### src/rtl/noobs_mem_pkg.sv
// Shared definitions for the unified-SRAM arbiter: requester IDs, grant
// bit positions and default bus widths.
package noobs_mem_pkg;

   localparam int ADDR_W_DEF = 12;
   localparam int DATA_W_DEF = 8;

   // Bit positions inside the one-hot grant vector
   localparam int GNT_IF = 0;
   localparam int GNT_D  = 1;
   localparam int GNT_X  = 2;

   typedef enum logic [1:0] {
      REQ_NONE = 2'd0,
      REQ_IF   = 2'd1,
      REQ_D    = 2'd2,
      REQ_X    = 2'd3
   } req_id_e;

endpackage

### src/rtl/mem_arbiter_if.sv
// Requester and SRAM-side bus of the memory arbiter. The slave modport is the
// arbiter's view; the master modport is the view of the surrounding system
// (requesters plus SRAM macro).
interface mem_arbiter_if
   import noobs_mem_pkg::*;
#(
   parameter int ADDR_W = ADDR_W_DEF,
   parameter int DATA_W = DATA_W_DEF
);

   logic              if_req;
   logic [ADDR_W-1:0] if_addr;
   logic              if_gnt;
   logic              if_rvalid;

   logic              d_req;
   logic              d_wr;
   logic [ADDR_W-1:0] d_addr;
   logic [DATA_W-1:0] d_wdata;
   logic              d_gnt;
   logic              d_rvalid;

   logic              x_req;
   logic              x_wr;
   logic [ADDR_W-1:0] x_addr;
   logic [DATA_W-1:0] x_wdata;
   logic              x_gnt;
   logic              x_rvalid;

   logic [DATA_W-1:0] rdata;

   logic              mem_en;
   logic              mem_wr;
   logic [ADDR_W-1:0] mem_addr;
   logic [DATA_W-1:0] mem_wdata;
   logic [DATA_W-1:0] mem_rdata;

   modport slave (
      input  if_req, if_addr,
      input  d_req, d_wr, d_addr, d_wdata,
      input  x_req, x_wr, x_addr, x_wdata,
      input  mem_rdata,
      output if_gnt, if_rvalid, d_gnt, d_rvalid, x_gnt, x_rvalid,
      output rdata, mem_en, mem_wr, mem_addr, mem_wdata
   );

   modport master (
      output if_req, if_addr,
      output d_req, d_wr, d_addr, d_wdata,
      output x_req, x_wr, x_addr, x_wdata,
      output mem_rdata,
      input  if_gnt, if_rvalid, d_gnt, d_rvalid, x_gnt, x_rvalid,
      input  rdata, mem_en, mem_wr, mem_addr, mem_wdata
   );

endinterface

### src/rtl/mem_arb_pick.sv
// Combinational priority picker: loader beats data beats fetch, except that a
// starved fetch jumps ahead of the data port (never ahead of the loader).
module mem_arb_pick
   import noobs_mem_pkg::*;
(
   input  logic       x_req,
   input  logic       d_req,
   input  logic       if_req,
   input  logic       starve_hit,
   output logic [2:0] gnt,
   output req_id_e    winner
);

   // Select a single winner from this cycle's requests
   always_comb begin
      gnt    = 3'b000;
      winner = REQ_NONE;
      if (x_req) begin
         gnt[GNT_X] = 1'b1;
         winner     = REQ_X;
      end else if (if_req && starve_hit) begin
         gnt[GNT_IF] = 1'b1;
         winner      = REQ_IF;
      end else if (d_req) begin
         gnt[GNT_D] = 1'b1;
         winner     = REQ_D;
      end else if (if_req) begin
         gnt[GNT_IF] = 1'b1;
         winner      = REQ_IF;
      end
   end

endmodule

### src/rtl/mem_arbiter.sv
// Single-port SRAM arbiter for fetch, data and loader/debug requesters.
// Grants are combinational (zero latency); read data returns one cycle later
// tagged by the registered owner of the accepted read.
module mem_arbiter
   import noobs_mem_pkg::*;
#(
   parameter int ADDR_W       = ADDR_W_DEF,
   parameter int DATA_W       = DATA_W_DEF,
   parameter int STARVE_LIMIT = 4
) (
   input logic          clk,
   input logic          reset_,
   mem_arbiter_if.slave bus
);

   localparam logic [3:0] LIMIT = 4'(STARVE_LIMIT);

   logic [3:0]        starve_cnt_reg;
   req_id_e           owner_reg;
   logic              starve_hit;
   logic [2:0]        gnt;
   req_id_e           winner;
   logic              mux_wr;
   logic [ADDR_W-1:0] mux_addr;
   logic [DATA_W-1:0] mux_wdata;
   logic              mux_en;

   // Override only fires while fetch is actually asking
   assign starve_hit = bus.if_req && (starve_cnt_reg == LIMIT);

   mem_arb_pick u_pick (
      .x_req      (bus.x_req),
      .d_req      (bus.d_req),
      .if_req     (bus.if_req),
      .starve_hit (starve_hit),
      .gnt        (gnt),
      .winner     (winner)
   );

   assign mux_en = |gnt;

   // Route the winner's command to the SRAM; idle bus is driven to zero
   always_comb begin
      mux_wr    = 1'b0;
      mux_addr  = '0;
      mux_wdata = '0;
      case (winner)
         REQ_X: begin
            mux_wr    = bus.x_wr;
            mux_addr  = bus.x_addr;
            mux_wdata = bus.x_wdata;
         end
         REQ_D: begin
            mux_wr    = bus.d_wr;
            mux_addr  = bus.d_addr;
            mux_wdata = bus.d_wdata;
         end
         REQ_IF: begin
            mux_addr  = bus.if_addr;
         end
         default: ;
      endcase
   end

   // Count consecutive cycles fetch waited while requesting, saturating
   always_ff @(posedge clk or posedge reset_) begin
      if (reset_) begin
         starve_cnt_reg <= 4'd0;
      end else if (gnt[GNT_IF] || !bus.if_req) begin
         starve_cnt_reg <= 4'd0;
      end else if (starve_cnt_reg != LIMIT) begin
         starve_cnt_reg <= starve_cnt_reg + 4'd1;
      end
   end

   // Remember who owns the read data returning next cycle
   always_ff @(posedge clk or posedge reset_) begin
      if (reset_) begin
         owner_reg <= REQ_NONE;
      end else if (mux_en && !mux_wr) begin
         owner_reg <= winner;
      end else begin
         owner_reg <= REQ_NONE;
      end
   end

   assign bus.x_gnt     = gnt[GNT_X];
   assign bus.d_gnt     = gnt[GNT_D];
   assign bus.if_gnt    = gnt[GNT_IF];

   assign bus.mem_en    = mux_en;
   assign bus.mem_wr    = mux_wr;
   assign bus.mem_addr  = mux_addr;
   assign bus.mem_wdata = mux_wdata;

   assign bus.x_rvalid  = (owner_reg == REQ_X);
   assign bus.d_rvalid  = (owner_reg == REQ_D);
   assign bus.if_rvalid = (owner_reg == REQ_IF);
   assign bus.rdata     = (owner_reg != REQ_NONE) ? bus.mem_rdata : '0;

endmodule

### src/flat_wrapper.sv
// flat-port wrapper written by rule: the top's interface ports become plain ports
module mem_arbiter_flat import noobs_mem_pkg::*;
#(
   parameter int ADDR_W       = ADDR_W_DEF,
   parameter int DATA_W       = DATA_W_DEF,
   parameter int STARVE_LIMIT = 4
)
  (clk, reset_, bus_if_req, bus_if_addr, bus_d_req, bus_d_wr, bus_d_addr, bus_d_wdata, bus_x_req, bus_x_wr, bus_x_addr, bus_x_wdata, bus_mem_rdata, bus_if_gnt, bus_if_rvalid, bus_d_gnt, bus_d_rvalid, bus_x_gnt, bus_x_rvalid, bus_rdata, bus_mem_en, bus_mem_wr, bus_mem_addr, bus_mem_wdata);
  mem_arbiter_if #(.ADDR_W(ADDR_W), .DATA_W(DATA_W)) bus_i ();
  input logic clk;
  input logic reset_;
  input wire logic [$bits(bus_i.if_req)-1:0] bus_if_req;
  input wire logic [$bits(bus_i.if_addr)-1:0] bus_if_addr;
  input wire logic [$bits(bus_i.d_req)-1:0] bus_d_req;
  input wire logic [$bits(bus_i.d_wr)-1:0] bus_d_wr;
  input wire logic [$bits(bus_i.d_addr)-1:0] bus_d_addr;
  input wire logic [$bits(bus_i.d_wdata)-1:0] bus_d_wdata;
  input wire logic [$bits(bus_i.x_req)-1:0] bus_x_req;
  input wire logic [$bits(bus_i.x_wr)-1:0] bus_x_wr;
  input wire logic [$bits(bus_i.x_addr)-1:0] bus_x_addr;
  input wire logic [$bits(bus_i.x_wdata)-1:0] bus_x_wdata;
  input wire logic [$bits(bus_i.mem_rdata)-1:0] bus_mem_rdata;
  output wire logic [$bits(bus_i.if_gnt)-1:0] bus_if_gnt;
  output wire logic [$bits(bus_i.if_rvalid)-1:0] bus_if_rvalid;
  output wire logic [$bits(bus_i.d_gnt)-1:0] bus_d_gnt;
  output wire logic [$bits(bus_i.d_rvalid)-1:0] bus_d_rvalid;
  output wire logic [$bits(bus_i.x_gnt)-1:0] bus_x_gnt;
  output wire logic [$bits(bus_i.x_rvalid)-1:0] bus_x_rvalid;
  output wire logic [$bits(bus_i.rdata)-1:0] bus_rdata;
  output wire logic [$bits(bus_i.mem_en)-1:0] bus_mem_en;
  output wire logic [$bits(bus_i.mem_wr)-1:0] bus_mem_wr;
  output wire logic [$bits(bus_i.mem_addr)-1:0] bus_mem_addr;
  output wire logic [$bits(bus_i.mem_wdata)-1:0] bus_mem_wdata;
  assign bus_i.if_req = bus_if_req;
  assign bus_i.if_addr = bus_if_addr;
  assign bus_i.d_req = bus_d_req;
  assign bus_i.d_wr = bus_d_wr;
  assign bus_i.d_addr = bus_d_addr;
  assign bus_i.d_wdata = bus_d_wdata;
  assign bus_i.x_req = bus_x_req;
  assign bus_i.x_wr = bus_x_wr;
  assign bus_i.x_addr = bus_x_addr;
  assign bus_i.x_wdata = bus_x_wdata;
  assign bus_i.mem_rdata = bus_mem_rdata;
  assign bus_if_gnt = bus_i.if_gnt;
  assign bus_if_rvalid = bus_i.if_rvalid;
  assign bus_d_gnt = bus_i.d_gnt;
  assign bus_d_rvalid = bus_i.d_rvalid;
  assign bus_x_gnt = bus_i.x_gnt;
  assign bus_x_rvalid = bus_i.x_rvalid;
  assign bus_rdata = bus_i.rdata;
  assign bus_mem_en = bus_i.mem_en;
  assign bus_mem_wr = bus_i.mem_wr;
  assign bus_mem_addr = bus_i.mem_addr;
  assign bus_mem_wdata = bus_i.mem_wdata;
  mem_arbiter #(.ADDR_W(ADDR_W), .DATA_W(DATA_W), .STARVE_LIMIT(STARVE_LIMIT)) u_core (.clk(clk), .reset_(reset_), .bus(bus_i));
endmodule
### config.mk
export PLATFORM = sky130hd
export DESIGN_NAME = mem_arbiter_flat
export DESIGN_NICKNAME = d
export VERILOG_FILES = /design/src/rtl/noobs_mem_pkg.sv /design/src/rtl/mem_arbiter_if.sv /design/src/rtl/mem_arb_pick.sv /design/src/rtl/mem_arbiter.sv /design/src/flat_wrapper.sv
export SDC_FILE = /design/constraint.sdc
export NUM_CORES = 1
export LEC_CHECK = 0
export CORE_ASPECT_RATIO = 1.4
export CORE_UTILIZATION = 25
export DETAILED_ROUTE_END_ITERATION = 16
export PLACE_DENSITY = 0.82
export SYNTH_ARGS = -nofsm -noshare
export SYNTH_HDL_FRONTEND = slang
export SYNTH_SLANG_ARGS = --single-unit
export TNS_END_PERCENT = 30
### constraint.sdc
create_clock -name clk -period 2.5 [get_ports clk]
set_input_delay 0.5 -clock clk [delete_from_list [all_inputs] [get_ports clk]]
set_output_delay 0.5 -clock clk [all_outputs]
set_load 0.03 [all_outputs]
==> results.yml <==
outcome:
  status: "complete, no violations"
clock_tree:
  cts_tree: "yes"
  cts_buffers: 3
  root_buffer: "clkbuf_8"
  clk_pin_slew_ns: 0.03
  ctsHtreeMaxLevel: 1
  numClockSinks: 6
  clk_latency_ns: 0.22
  cts_buffer_depth: 2
setup_path:
  worstReg2RegEnd: "u_core.owner_reg[1]$_DFF_PP0_"
  required_ns: 2.00
  r2r_slack_ns: 0.95
  cp.arrival_ns: 1.98
  worstSetupEndpointType: "primary output"
  path_max_fanout: 6
  r2r_cells: 6
  crit_end: "bus_mem_addr[6]"
  criticalPathCategory: "in -> out"
  cp-startpoint: "bus_d_req"
  crit_path_start_kind: "input pin"
  r2r_start: "u_core.starve_cnt_reg[1]$_DFFE_PP0P_"
synthesis:
  synthArstFlopShare_pct: 100
  synthCells: 86
  syn_nets: 155
  postSynthAreaPerCell_um2: 8.77
  ys_ff_latch: 6
  synth_top_area_cell: "dfrtp_1"
  yosysWarnings: 0
  synth_top_area_share_pct: 19.9
  synth_ff_type: "dfrtp_1"
  synth_top_cells_by_area: "dfrtp_1 (20%), a221o_1 (16%), and2_1 (11%)"
  synth_edf_count: 0
  synth_most_common_cell: "and2_1"
  synth_common_cells: "and2_1 (13), a221o_1 (12), nor2b_1 (10)"
  seq_area_frac_synth_pct: 19.9
  synth.distinct_cells: 29
  syn_area_um2: 754
sta:
  relSlewSlack_pct: 70.1
  max_freq_ghz: 0.404
  hold_ws_ns: 0.505
  slew_violations: 0
  clock_skew_ns: 0.00135
  finalCritPeriodShare_pct: 99.0
  hold_violations: 0
  rsz0062_at_grt: "yes"
  finalSetupViolations: 0
  fin_crit_ns: 2.48
  setup_slack_ns: 0.0246
  worst_pin_slew_ns: 0.446
power:
  combPwrFrac_pct: 60.8
  power_density_nw_per_um2: 334
  p_switching_uw: 220
  vdd_drop_max_uv: 333
  switching_share_pct: 34.6
  finalPower_uw: 635
  power.share.sequential_pct: 17.1
  p_int_uw: 415
  leakagePower_uw: 0.000839
  clock_power_share_pct: 22.1
place:
  io_buffers: 102
  place_ws_ns: -0.00457
  gp_congestion: 0.689
  hpwl_mm: 2.63
floorplan:
  placementRows: 23
  design.core.area_um2: 2880
  dieArea_um2: 3240
  initial_core_util_pct: 26.2
  ios: 103
  fp.dieH_um: 67
  die_x_um: 48.4
routing:
  routed_via_density: 4.83
  wl_met1_mm: 1.23
  top_layer: "met4"
  met2_wirelength_mm: 1.73
  drc_errors: 0
  dr.pass1.iters: 4
  detail_route.iter0.violations: 19
  wl_per_cell_um: 14.0
  met3_length_um: 285
  antenna_left: 0
  wl_mm: 3.29
  num_vias: 1135
grt:
  grt_pass1_vias: 1076
  gr-total-overflow: 0
  grt_pass1_wl_mm: 4.80
  antenna_found_initial: 0
  grt_max_degree: 15
  grt_use_total_pct: 18.9
finish:
  fill_cells: 246
  seqCellArea_um2: 150
  multi_input_area_um2: 557
  antenna_cells: 0
  syn_to_final_growth_pct: 152
  layout.nets: 269
  largest_reg_flops: 4
  layout-drive-gt1-share_pct: 23.7
run:
  maxCapViolations: 0
hold_path:
  hp-class: "in -> async"
[power by group through the flow]
stage | clock network [uW] | registers (uW) | logic (uW)
2_1_floorplan | 0 | 109 | 177
3_3_place_gp | 0 | 110 | 368
3_5_place_dp | 0 | 111 | 374
4_1_cts | 144 | 109 | 375
5_1_grt | 152 | 109 | 407
6_report | 140 | 109 | 386
[routing by layer]
metal / vias up / GRT usage (%)
met4: 0 / 4.41
met2: 78 / 37.0
met3: 4 / 5.25
met5: - / 0
li1: 551 / -
met1: 502 / 19.9
[final cells by class]
cell class,instances,area share (%)
Timing Repair Buffer,116,57.2
Clock buffer,3,2.17
Inverter,5,0.987
Sequential cell,6,7.90
Multi-Input combinational cell,68,29.3
Tap cell,37,2.44
[worst min path at each step]
stage                                                       to                                  from  depth (start not counted)
after floorplan                  u_core.owner_reg[0]$_DFF_PP0_                                reset_                          1
after global placement    u_core.starve_cnt_reg[0]$_DFFE_PP0P_  u_core.starve_cnt_reg[0]$_DFFE_PP0P_                          1
after detailed placement  u_core.starve_cnt_reg[0]$_DFFE_PP0P_  u_core.starve_cnt_reg[0]$_DFFE_PP0P_                          1
after CTS                 u_core.starve_cnt_reg[2]$_DFFE_PP0P_                                reset_                          2
after global routing             u_core.owner_reg[1]$_DFF_PP0_                                reset_                          2
final                     u_core.starve_cnt_reg[2]$_DFFE_PP0P_                                reset_                          2
[critical path: stages]
cell and delay [ns]:
clkdlybuf4s50_1 0.55, buf_4 0.16, inv_2 0.05, nor3_4 0.22, buf_4 0.20, a221o_1 0.15
buf_4 0.15
[cells by family (layout without fill, tap and decap cells)]
kind of cell / count (synthesis) / count (layout) / synth area share, %
buffers and inverters: 12 / 124 / 8.95
DFF: 6 / 6 / 19.9
AOI/OAI and AO/OA: 29 / 29 / 35.3
adders and majority gates: 2 / 2 / 3.32
xor gates and xnor gates: 1 / 1 / 1.16
and+or+nand+nor: 36 / 36 / 31.3
[metrics by stage]
step | instance area (um^2) | utilization, % | setup TNS (ns) | std cells
2_1_floorplan | 754 | - | 0 | 86
3_3_place_gp | 1790 | 62.3 | 0 | 227
3_5_place_dp | 1790 | 62.3 | -0.00748 | 227
4_1_cts | 1840 | 64.0 | 0 | 231
5_1_grt | 1900 | 66.0 | -0.272 | 235
6_report | 1900 | 66.0 | 0 | 235
[layout by cell type, fill, tap and decap left out, types with 2 or more instances in the layout]
cell and n:
a22o_1 9, inv_1 4, nor2b_1 10, dfrtp_1 6, a221o_1 12, clkdlybuf4s50_1 76, buf_4 36, dlymetal6s2s_1 2
nand2b_1 3, nand3_1 3, clkbuf_8 3, and2_1 13
[timing repair]
action | in CTS | in global routing
setup buffers | 1 | 2
endpoints found under the hold margin | 0 | 0
pin swaps | 0 | 2
hold buffers | 0 | 0
gates cloned | 0 | 2
resized for setup | 0 | 10
endpoints found under the setup margin | 2 | 14
(Power assumes the default switching activity.)
